**src/rtl/exc_carrier_stage_if.sv**
```systemverilog
// Bundle of the stage-boundary signals between the upstream pipeline and the exception carrier stage.
// master drives instructions and control into the stage; slave is the stage itself.
interface exc_carrier_stage_if #(
  parameter int PC_W    = 32,
  parameter int NUM_SRC = 4,
  parameter int CODE_W  = 5,
  parameter int CNT_W   = 8
);
  logic               flush;
  logic               stall;
  logic               in_valid;
  logic [PC_W-1:0]    in_pc;
  logic               in_bd;
  logic               in_exc_valid;
  logic [CODE_W-1:0]  in_exc_code;
  logic [NUM_SRC-1:0] src_err;
  logic               exc_ack;
  logic               out_valid;
  logic [PC_W-1:0]    out_pc;
  logic               out_bd;
  logic               out_exc_valid;
  logic [CODE_W-1:0]  out_exc_code;
  logic               exc_pending;
  logic [CNT_W-1:0]   exc_count;

  modport master (
    output flush, stall, in_valid, in_pc, in_bd, in_exc_valid, in_exc_code, src_err, exc_ack,
    input  out_valid, out_pc, out_bd, out_exc_valid, out_exc_code, exc_pending, exc_count
  );

  modport slave (
    input  flush, stall, in_valid, in_pc, in_bd, in_exc_valid, in_exc_code, src_err, exc_ack,
    output out_valid, out_pc, out_bd, out_exc_valid, out_exc_code, exc_pending, exc_count
  );
endinterface

```
**src/rtl/exc_carrier_stage.sv**
```systemverilog
// Pipeline register carrying PC, delay-slot flag and exception cause between stages; merges local
// exception sources, squashes younger slots while an exception is pending, counts exceptions.
module exc_carrier_stage #(
  parameter int                        PC_W      = 32,
  parameter int                        NUM_SRC   = 4,
  parameter int                        CODE_W    = 5,
  parameter logic [NUM_SRC*CODE_W-1:0] EXC_CODES = {5'd4, 5'd5, 5'd10, 5'd12},
  parameter int                        CNT_W     = 8
) (
  input  logic               clk,
  input  logic               reset,
  exc_carrier_stage_if.slave bus
);

  logic              r_valid;
  logic [PC_W-1:0]   r_pc;
  logic              r_bd;
  logic              r_exc_valid;
  logic [CODE_W-1:0] r_exc_code;
  logic              r_pending;
  logic [CNT_W-1:0]  r_count;

  logic              w_load;
  logic              w_live;
  logic              w_exc;
  logic              w_set;
  logic [CODE_W-1:0] w_src_code;
  logic [CODE_W-1:0] w_code;

  // Scan from the top down so the lowest-index set source is the one that sticks.
  always_comb begin
    w_src_code = '0;
    for (int i = NUM_SRC - 1; i >= 0; i--) begin
      if (bus.src_err[i]) w_src_code = EXC_CODES[i*CODE_W +: CODE_W];
    end
  end

  always_comb begin
    w_load = ~bus.flush & ~bus.stall;
    w_live = bus.in_valid & ~r_pending;
    w_exc  = bus.in_exc_valid | (|bus.src_err);
    w_set  = w_load & w_live & w_exc;
    w_code = '0;
    if (bus.in_exc_valid)  w_code = bus.in_exc_code;
    else if (|bus.src_err) w_code = w_src_code;
  end

  always_ff @(posedge clk or negedge reset) begin
    if (!reset) begin
      r_valid     <= 1'b0;
      r_pc        <= '0;
      r_bd        <= 1'b0;
      r_exc_valid <= 1'b0;
      r_exc_code  <= '0;
    end else if (bus.flush) begin
      r_valid     <= 1'b0;
      r_pc        <= '0;
      r_bd        <= 1'b0;
      r_exc_valid <= 1'b0;
      r_exc_code  <= '0;
    end else if (!bus.stall) begin
      if (w_live) begin
        r_valid     <= 1'b1;
        r_pc        <= bus.in_pc;
        r_bd        <= bus.in_bd;
        r_exc_valid <= w_exc;
        r_exc_code  <= w_code;
      end else begin
        r_valid     <= 1'b0;
        r_pc        <= '0;
        r_bd        <= 1'b0;
        r_exc_valid <= 1'b0;
        r_exc_code  <= '0;
      end
    end
  end

  // A new exception outranks an acknowledge arriving on the same edge.
  always_ff @(posedge clk or negedge reset) begin
    if (!reset) begin
      r_pending <= 1'b0;
    end else if (w_set) begin
      r_pending <= 1'b1;
    end else if (bus.exc_ack) begin
      r_pending <= 1'b0;
    end
  end

  always_ff @(posedge clk or negedge reset) begin
    if (!reset) begin
      r_count <= '0;
    end else if (w_set && (r_count != {CNT_W{1'b1}})) begin
      r_count <= r_count + CNT_W'(1);
    end
  end

  assign bus.out_valid     = r_valid;
  assign bus.out_pc        = r_pc;
  assign bus.out_bd        = r_bd;
  assign bus.out_exc_valid = r_exc_valid;
  assign bus.out_exc_code  = r_exc_code;
  assign bus.exc_pending   = r_pending;
  assign bus.exc_count     = r_count;

endmodule
```
**src/flat_wrapper.sv**
```systemverilog
// flat-port wrapper written by rule: the top's interface ports become plain ports
module exc_carrier_stage_flat 
#(
  parameter int                        PC_W      = 32,
  parameter int                        NUM_SRC   = 4,
  parameter int                        CODE_W    = 5,
  parameter logic [NUM_SRC*CODE_W-1:0] EXC_CODES = {5'd4, 5'd5, 5'd10, 5'd12},
  parameter int                        CNT_W     = 8
)
  (clk, reset, bus_flush, bus_stall, bus_in_valid, bus_in_pc, bus_in_bd, bus_in_exc_valid, bus_in_exc_code, bus_src_err, bus_exc_ack, bus_out_valid, bus_out_pc, bus_out_bd, bus_out_exc_valid, bus_out_exc_code, bus_exc_pending, bus_exc_count);
  exc_carrier_stage_if #(.PC_W(PC_W), .NUM_SRC(NUM_SRC), .CODE_W(CODE_W), .CNT_W(CNT_W)) bus_i ();
  input  logic clk;
  input  logic reset;
  input wire logic [$bits(bus_i.flush)-1:0] bus_flush;
  input wire logic [$bits(bus_i.stall)-1:0] bus_stall;
  input wire logic [$bits(bus_i.in_valid)-1:0] bus_in_valid;
  input wire logic [$bits(bus_i.in_pc)-1:0] bus_in_pc;
  input wire logic [$bits(bus_i.in_bd)-1:0] bus_in_bd;
  input wire logic [$bits(bus_i.in_exc_valid)-1:0] bus_in_exc_valid;
  input wire logic [$bits(bus_i.in_exc_code)-1:0] bus_in_exc_code;
  input wire logic [$bits(bus_i.src_err)-1:0] bus_src_err;
  input wire logic [$bits(bus_i.exc_ack)-1:0] bus_exc_ack;
  output wire logic [$bits(bus_i.out_valid)-1:0] bus_out_valid;
  output wire logic [$bits(bus_i.out_pc)-1:0] bus_out_pc;
  output wire logic [$bits(bus_i.out_bd)-1:0] bus_out_bd;
  output wire logic [$bits(bus_i.out_exc_valid)-1:0] bus_out_exc_valid;
  output wire logic [$bits(bus_i.out_exc_code)-1:0] bus_out_exc_code;
  output wire logic [$bits(bus_i.exc_pending)-1:0] bus_exc_pending;
  output wire logic [$bits(bus_i.exc_count)-1:0] bus_exc_count;
  assign bus_i.flush = bus_flush;
  assign bus_i.stall = bus_stall;
  assign bus_i.in_valid = bus_in_valid;
  assign bus_i.in_pc = bus_in_pc;
  assign bus_i.in_bd = bus_in_bd;
  assign bus_i.in_exc_valid = bus_in_exc_valid;
  assign bus_i.in_exc_code = bus_in_exc_code;
  assign bus_i.src_err = bus_src_err;
  assign bus_i.exc_ack = bus_exc_ack;
  assign bus_out_valid = bus_i.out_valid;
  assign bus_out_pc = bus_i.out_pc;
  assign bus_out_bd = bus_i.out_bd;
  assign bus_out_exc_valid = bus_i.out_exc_valid;
  assign bus_out_exc_code = bus_i.out_exc_code;
  assign bus_exc_pending = bus_i.exc_pending;
  assign bus_exc_count = bus_i.exc_count;
  exc_carrier_stage #(.PC_W(PC_W), .NUM_SRC(NUM_SRC), .CODE_W(CODE_W), .EXC_CODES(EXC_CODES), .CNT_W(CNT_W)) u_core (.clk(clk), .reset(reset), .bus(bus_i));
endmodule
```
**config.mk**
```make
export PLATFORM = sky130hd
export DESIGN_NAME = exc_carrier_stage_flat
export DESIGN_NICKNAME = d
export VERILOG_FILES = /design/src/rtl/exc_carrier_stage_if.sv /design/src/rtl/exc_carrier_stage.sv /design/src/flat_wrapper.sv
export SDC_FILE = /design/constraint.sdc
export NUM_CORES = 1
export LEC_CHECK = 0
export CORE_MARGIN = 5
export CORE_UTILIZATION = 28
export CTS_CLUSTER_DIAMETER = 150
export CTS_CLUSTER_SIZE = 14
export DETAILED_ROUTE_END_ITERATION = 12
export PLACE_DENSITY = 0.66
export SETUP_SLACK_MARGIN = 0.2
export SLEW_MARGIN = 20
export SYNTH_ARGS = -nofsm -noshare
export SYNTH_HDL_FRONTEND = slang
export SYNTH_SLANG_ARGS = --single-unit
```
**constraint.sdc**
```tcl
create_clock -name clk -period 2.3 [get_ports clk]
set_input_delay 0.575 -clock clk [delete_from_list [all_inputs] [get_ports clk]]
set_output_delay 0.575 -clock clk [all_outputs]
set_load 0.01 [all_outputs]
```
==> results of run 1 <==
==> kinds of logic after synthesis <==
| family | count (synthesis) | share of synthesized area (%) |
|---|---|---|
| flip-flops | 49 | 64.05 |
| buffers and inverters | 9 | 1.830 |
| AND/OR/NAND/NOR | 28 | 8.823 |
| adder cells (fa/ha/maj) | 1 | 0.6535 |
| XOR/XNOR | 5 | 2.287 |
| multiplexers | 1 | 0.5882 |
| AO/OA/AOI/OAI | 49 | 21.76 |
==> worst register-to-register path, cell delays in order (launching register included) <==
cell     delay [ps]
dfrtp_1         420
ha_1            210
nand2_1         110
nor3_1          610
nor2_1          140
buf_4           180
xor2_1          130
==> Yosys cell counts <==
master	n
o31ai_4	1
buf_2	1
nor4b_4	1
nand2_1	8
mux2_2	1
a21o_1	1
a31oi_1	2
nand4_1	1
nand2b_1	3
a21oi_1	2
dfrtp_1	49
nor2_1	5
nand3_1	2
a32o_1	3
xor2_1	5
clkbuf_1	7
nor3_1	2
a22o_1	35
o31a_1	1
nor2b_1	2
o21ai_0	4
or3_4	1
nor4_1	2
nor4b_2	1
inv_1	1
ha_1	1
==> area by class of cell <==
class / count / share of cell area, %
sequential: 49 / 38.94
timing repair buffer: 106 / 34.01
multi-input combinational: 84 / 21.02
tap: 80 / 3.178
clock buffer: 7 / 2.741
inverter: 1 / 0.1192
==> power breakdown <==
group / internal [uW] / leakage [uW] / switching [uW]
registers: 929 / 0.000664 / 69.1
logic: 266 / 0.000663 / 173
clock network: 239 / 0.0000443 / 271
==> stage by stage <==
| stage | cell area, um^2 | setup TNS (ps) | hold WS, ps |
|---|---|---|---|
| after global routing | 3149 | 0 | 315.0 |
| after CTS | 3143 | 0 | 286.4 |
| after floorplan | 1914 | 0 | 279.4 |
| after detailed placement | 3057 | -44.86 | 465.0 |
| after global placement | 3057 | 0 | 459.7 |
| final | 3149 | 0 | 269.7 |
==> sequential cells by signal, indices dropped and copies added, names as in the netlist <==
| register | cells |
|---|---|
| u_core.bus.out_pc | 32 |
| u_core.bus.exc_count | 8 |
| u_core.bus.out_exc_code | 5 |
| u_core.bus.exc_pending | 1 |
| u_core.bus.out_bd | 1 |
| u_core.bus.out_exc_valid | 1 |
| u_core.bus.out_valid | 1 |
==> per-layer routing <==
metal	GRT usage, %	vias up	share of wire (%)
met2	19.21	64	46
li1	-	742	-
met5	0	-	0
met1	17.79	780	45
met4	2.930	0	0.59
met3	4.387	4	8.6
==> worst paths after layout <==
kind                       depth (start not counted)                      end                     from
max in group asynchronous                          2    u_core.bus.out_pc[30]                    reset
min reg2reg                                        1     u_core.bus.out_valid     u_core.bus.out_valid
min in group clk                                   1     u_core.bus.out_valid     u_core.bus.out_valid
max reg2reg                                        6  u_core.bus.exc_count[0]  u_core.bus.exc_count[0]
min                                                1  u_core.bus.exc_count[6]                    reset
max                                                6  u_core.bus.exc_count[0]           bus_src_err[1]
==> qor.csv, run 1 <==
metric;value;unit
status;completed;
crit_chain;clkdlybuf4s50_1 -> or3_4 -> o31ai_4 -> nor2_1 -> buf_4 -> xor2_1;
final_util;46.87;%
setup_ws;273.0;ps
gp_congestion;0.7907;
cp-end-kind;register;
ys_top_cells_by_area;dfrtp_1 (64%), a22o_1 (16%), xor2_1 (2.3%);
cp.arrival;2210;ps
synth.largest_area_cell;dfrtp_1;
ctsHoldBuffers;0;
drc;0;
clk_pin_slew_worst_paths;90;ps
place.port_buffers;97;
antenna_found_initial;0;
avgSynthCellArea;13.48;um^2
synth_fp_nets;192;
ys_ff_latch;49;
finalCritPeriodShare;88.13;%
finalNetCount;297;
fillers;628;
cp.required;2480;ps
setup_violations;0;
register_area;1226;um^2
cts_setup_buffers;0;
rows;30;
grt_usage;12.78;%
dieWidth;92.69;um
power.density;618.4;nW/um^2
hold_path.class;in -> async;
cts_tree;done;
h-tree-depth;2;
insertion_delay;290;ps
clockRootBuffer;clkbuf_8;
wl_per_cell;16.66;um
dpl.cell_count;320;
hold_viol;0;
clk_path_buf_depth;2;
yosys_warnings;0;
slowest_delay;440;ps
firstDrtPassIters;4;
final_cell_mix;clkdlybuf4s50_1 (96), dfrtp_1 (49), a22o_1 (35);
cts-resized-gates;0;
fin_skew;3.978;ps
drv_cap;0;
irDropWorstVdd;0.0003322;V
dp_slack;-20.03;ps
io_pins;98;
rsz0062_at_grt;no;
synth_top_area_share;64.05;%
path_class;in -> reg;
drive_above_1_share;9.312;%
grt.overflow.total;0;
grt_pass1_wl;8.749;mm
initial_utilization;28.49;%
avgViaCountPerCell;4.862;
drv_slew;0;
fmax;493.3;MHz
ys_seq_area_share;64.05;%
syn_inst;142;
clkSinkCount;49;
cp_top_family;buffers and inverters;
total_power;1947;uW
layout_commonest_cell;clkdlybuf4s50_1;
final_cells;327;
drt_iter0_drc;42;
rrSetupSlack;390;ps
die_area;8591;um^2
grt_max_degree;41;
crit_path_max_fanout;6;
power.leakage;0.001371;uW
grt_pass1_vias;1609;
core;6719;um^2
vias;1590;
drt-total-wl;5.447;mm
syn_to_final_growth;64.51;%
ant_nets;0;
synthesis.area;1914;um^2
crit_buf_inv;2;
start_kind;input pin;
period_needed;2027;ps
cp_slowest_cell;clkdlybuf4s50_1;
die_y;92.69;um
hpwl;3.991;mm
worst_pin_slew;706.0;ps
ys_types;26;
cts_buffers;5;
relSlewSlack;52.57;%
antenna_cells;0;
multi_input_area;661.9;um^2
No activity file was read; power rests on OpenSTA's default activity.
==> run 2, diff against run 1 <==
--- a/config.mk
+++ b/config.mk
@@ -5,12 +5,13 @@
 export SDC_FILE = /design/constraint.sdc
 export NUM_CORES = 1
 export LEC_CHECK = 0
+export ABC_AREA = 1
 export CORE_MARGIN = 5
 export CORE_UTILIZATION = 28
 export CTS_CLUSTER_DIAMETER = 150
 export CTS_CLUSTER_SIZE = 14
 export DETAILED_ROUTE_END_ITERATION = 12
-export PLACE_DENSITY = 0.66
+export PLACE_DENSITY = 0.64
 export SETUP_SLACK_MARGIN = 0.2
 export SLEW_MARGIN = 20
 export SYNTH_ARGS = -nofsm -noshare
==> run 2 against run 1 <==
Compared with the run above: area after synthesis rose by 11%; final area increased by 4.4%; clock-buffer cell count down 2; sequential power is 2.8% lower; critical endpoint is now bus_exc_count[2].
==> qor.csv, run 2 <==
metric;value;unit;change
clockRootBuffer;clkbuf_8;;unchanged
ys_top_cells_by_area;dfrtp_1 (58%), a22o_1 (14%), nand2_1 (8.9%);;was dfrtp_1 (64%), a22o_1 (16%), xor2_1 (2.3%)
layout_commonest_cell;clkdlybuf4s50_1;;unchanged
rr_endpoint;u_core.bus.exc_count[2];;was u_core.bus.exc_count[0]
synth-main-ff-cell;dfrtp_1;;unchanged
yosys_warnings;0;;unchanged
drive_above_1_share;10.20;%;was 9.312%
cp-end-kind;output port;;was register
synth_top_area_share;57.95;%;was 64.05%
cp_top_family;buffers and inverters;;unchanged
power.density;571.4;nW/um^2;was 618.4 nW/um^2
cp.required;1730;ps;was 2480 ps
drt-total-wl;5.528;mm;was 5.447 mm
die_y;96.93;um;was 92.69 um
startpoint;u_core.bus.exc_count[2];;was bus_src_err[1]
ctsHoldBuffers;0;;unchanged
syn_inst;193;;was 142
cts_setup_buffers;0;;unchanged
start_kind;register;;was input pin
synth.most_common_cell;nand2_1;;was dfrtp_1
drv_cap;0;;unchanged
crit_buf_inv;1;;was 2
vias;1745;;was 1590
dp_slack;336.0;ps;was -20.03 ps
crit_chain;clkdlybuf4s50_1;;was clkdlybuf4s50_1 -> or3_4 -> o31ai_4 -> nor2_1 -> buf_4 -> xor2_1
p_comb_share;21.0;%;was 22.5%
clk_pin_slew_worst_paths;100;ps;was 90 ps
insertion_delay;300;ps;was 290 ps
finalCritPeriodShare;83.06;%;was 88.13%
rsz0062_at_grt;no;;unchanged
dieWidth;96.93;um;was 92.69 um
pwr-share-clk;27.4;%;was 26.2%
setup_violations;0;;unchanged
p_switching;526.3;uW;was 513.1 uW
cts-resized-gates;0;;unchanged
rows;31;;was 30
status;completed;;unchanged
hold_viol;0;;unchanged
h-tree-depth;2;;unchanged
io_pins;98;;unchanged
grt_max_degree;28;;was 41
grt_usage;12.21;%;was 12.78%
clk_path_buf_depth;2;;unchanged
fin_skew;6.177;ps;was 3.978 ps
gp_congestion;0.8091;;was 0.7907
synthArstFlopShare;100.0;%;unchanged
cts_buffers;5;;unchanged
antenna_cells;0;;unchanged
place.port_buffers;97;;unchanged
setup_ws;389.6;ps;was 273.0 ps
syn_to_final_growth;55.35;%;was 64.51%
dpl.cell_count;385;;was 320
power.leakage;0.001500;uW;was 0.001371 uW
worst-r2r-cell-count;8;;was 6
synth.largest_area_cell;dfrtp_1;;unchanged
ys_ff_latch;49;;unchanged
power.internal;1352;uW;was 1434 uW
crit_path_max_fanout;6;;unchanged
drc;0;;unchanged
synthesis.area;2116;um^2;was 1914 um^2
largest_reg_flops;32;;unchanged
reg2reg_from;u_core.bus.exc_count[0];;unchanged
drt_iter0_drc;50;;was 42
clkSinkCount;49;;unchanged
cts_tree;done;;unchanged
synth_commonest_cells;nand2_1 (50), dfrtp_1 (49), a22o_1 (33);;was dfrtp_1 (49), a22o_1 (35), nand2_1 (8)
relSlewSlack;58.93;%;was 52.57%
grt_pass1_vias;1836;;was 1609
ys_types;23;;was 26
drv_slew;0;;unchanged
seqPwrFrac;51.7;%;was 51.3%
cp_slowest_cell;clkdlybuf4s50_1;;unchanged
grt.overflow.total;0;;unchanged
ys_seq_area_share;57.95;%;was 64.05%
wl_per_cell;14.07;um;was 16.66 um
fin_tns_setup;0;ps;unchanged
synth_fp_nets;243;;was 192
final_cell_mix;clkdlybuf4s50_1 (96), nand2_1 (50), dfrtp_1 (49);;was clkdlybuf4s50_1 (96), dfrtp_1 (49), a22o_1 (35)
total_power;1878;uW;was 1947 uW
worst_pin_slew;616.1;ps;was 706.0 ps
finalNetCount;343;;was 297
hold_path.class;in -> async;;unchanged
fmax;523.5;MHz;was 493.3 MHz
firstDrtPassIters;4;;unchanged
path_class;reg -> out;;was in -> reg
rrSetupSlack;900;ps;was 390 ps
period_needed;1910;ps;was 2027 ps
antenna_found_initial;0;;unchanged
grt_pass1_wl;9.411;mm;was 8.749 mm
cp.arrival;1340;ps;was 2210 ps
avgViaCountPerCell;4.440;;was 4.862
final_cells;393;;was 327
irDropWorstVdd;0.0002533;V;was 0.0003322 V
synth_edf_count;0;;unchanged
core;7292;um^2;was 6719 um^2
slowest_delay;580;ps;was 440 ps
hpwl;4.232;mm;was 3.991 mm
ant_nets;0;;unchanged
die_area;9394;um^2;was 8591 um^2
sw_frac_of_total;28.03;%;was 26.35%
avgSynthCellArea;10.96;um^2;was 13.48 um^2
hold_ws;273.0;ps;was 269.7 ps
initial_utilization;29.02;%;was 28.49%
run 2: cell types whose count changed in the layout (fill, tap and decap cells not counted), moves of 3 or more:
| cell | before | now |
|---|---|---|
| a32o_1 | 3 | 0 |
| nand2b_1 | 3 | 0 |
| nor2_1 | 5 | 9 |
| clkinvlp_4 | 0 | 3 |
| nand2_1 | 8 | 50 |
| inv_1 | 1 | 9 |
| o21ai_2 | 0 | 3 |
| nand2_2 | 0 | 4 |
| buf_4 | 6 | 2 |
run 2: layout make-up:
type	instances	area, um^2
fill	723	4005
sequential	49	1226
timing repair buffer	101	1021
multi-input combinational	124	778.2
tap	99	123.9
clock buffer	5	68.82
inverter	12	46.29
clock inverter	3	22.52
run 2: kinds of logic (layout without fill, tap and decap cells):
logic type                 count (synthesis)  after routing  synth area share (%)
AOI/OAI and AO/OA                         42             42                 16.44
xor gates and xnor gates                   3              3                 1.242
adders and majority gates                  1              1                0.5913
buffers and inverters                     20            121                 5.263
DFF                                       49             49                 57.95
and+or+nand+nor                           78             78                 18.51
run 2: metal layers:
| metal | vias to the layer above | track usage (%) | wire length [um] |
|---|---|---|---|
| met1 | 827 | 15.72 | 2406 |
| met3 | 4 | 4.748 | 366 |
| met2 | 56 | 19.48 | 2720 |
| li1 | 858 | - | - |
| met5 | - | 0 | 0 |
| met4 | 0 | 2.592 | 35 |
run 2: how the worst max path moves through the flow:
| stage | to | cells after the start |
|---|---|---|
| after floorplan | u_core.bus.exc_count[2] | 8 |
| after global placement | u_core.bus.out_pc[3] | 6 |
| after detailed placement | u_core.bus.out_pc[5] | 6 |
| after CTS | bus_exc_count[2] | 1 |
| after global routing | bus_exc_count[2] | 1 |
| final | bus_exc_count[2] | 1 |
run 2: metrics by stage:
stage | cell area, um^2 | util [%]
final | 3287 | 45.08
after global routing | 3287 | 45.08
after CTS | 3287 | 45.08
after detailed placement | 3196 | 43.82
after global placement | 3196 | 43.82
after floorplan | 2116 | -
run 2: power groups by stage:
stage / registers, uW / clock network, uW / logic, uW
after floorplan: 1000 / 0 / 132
after global placement: 985 / 0 / 393
after detailed placement: 987 / 0 / 399
after CTS: 970 / 535 / 401
after global routing: 982 / 572 / 435
final: 970 / 514 / 393
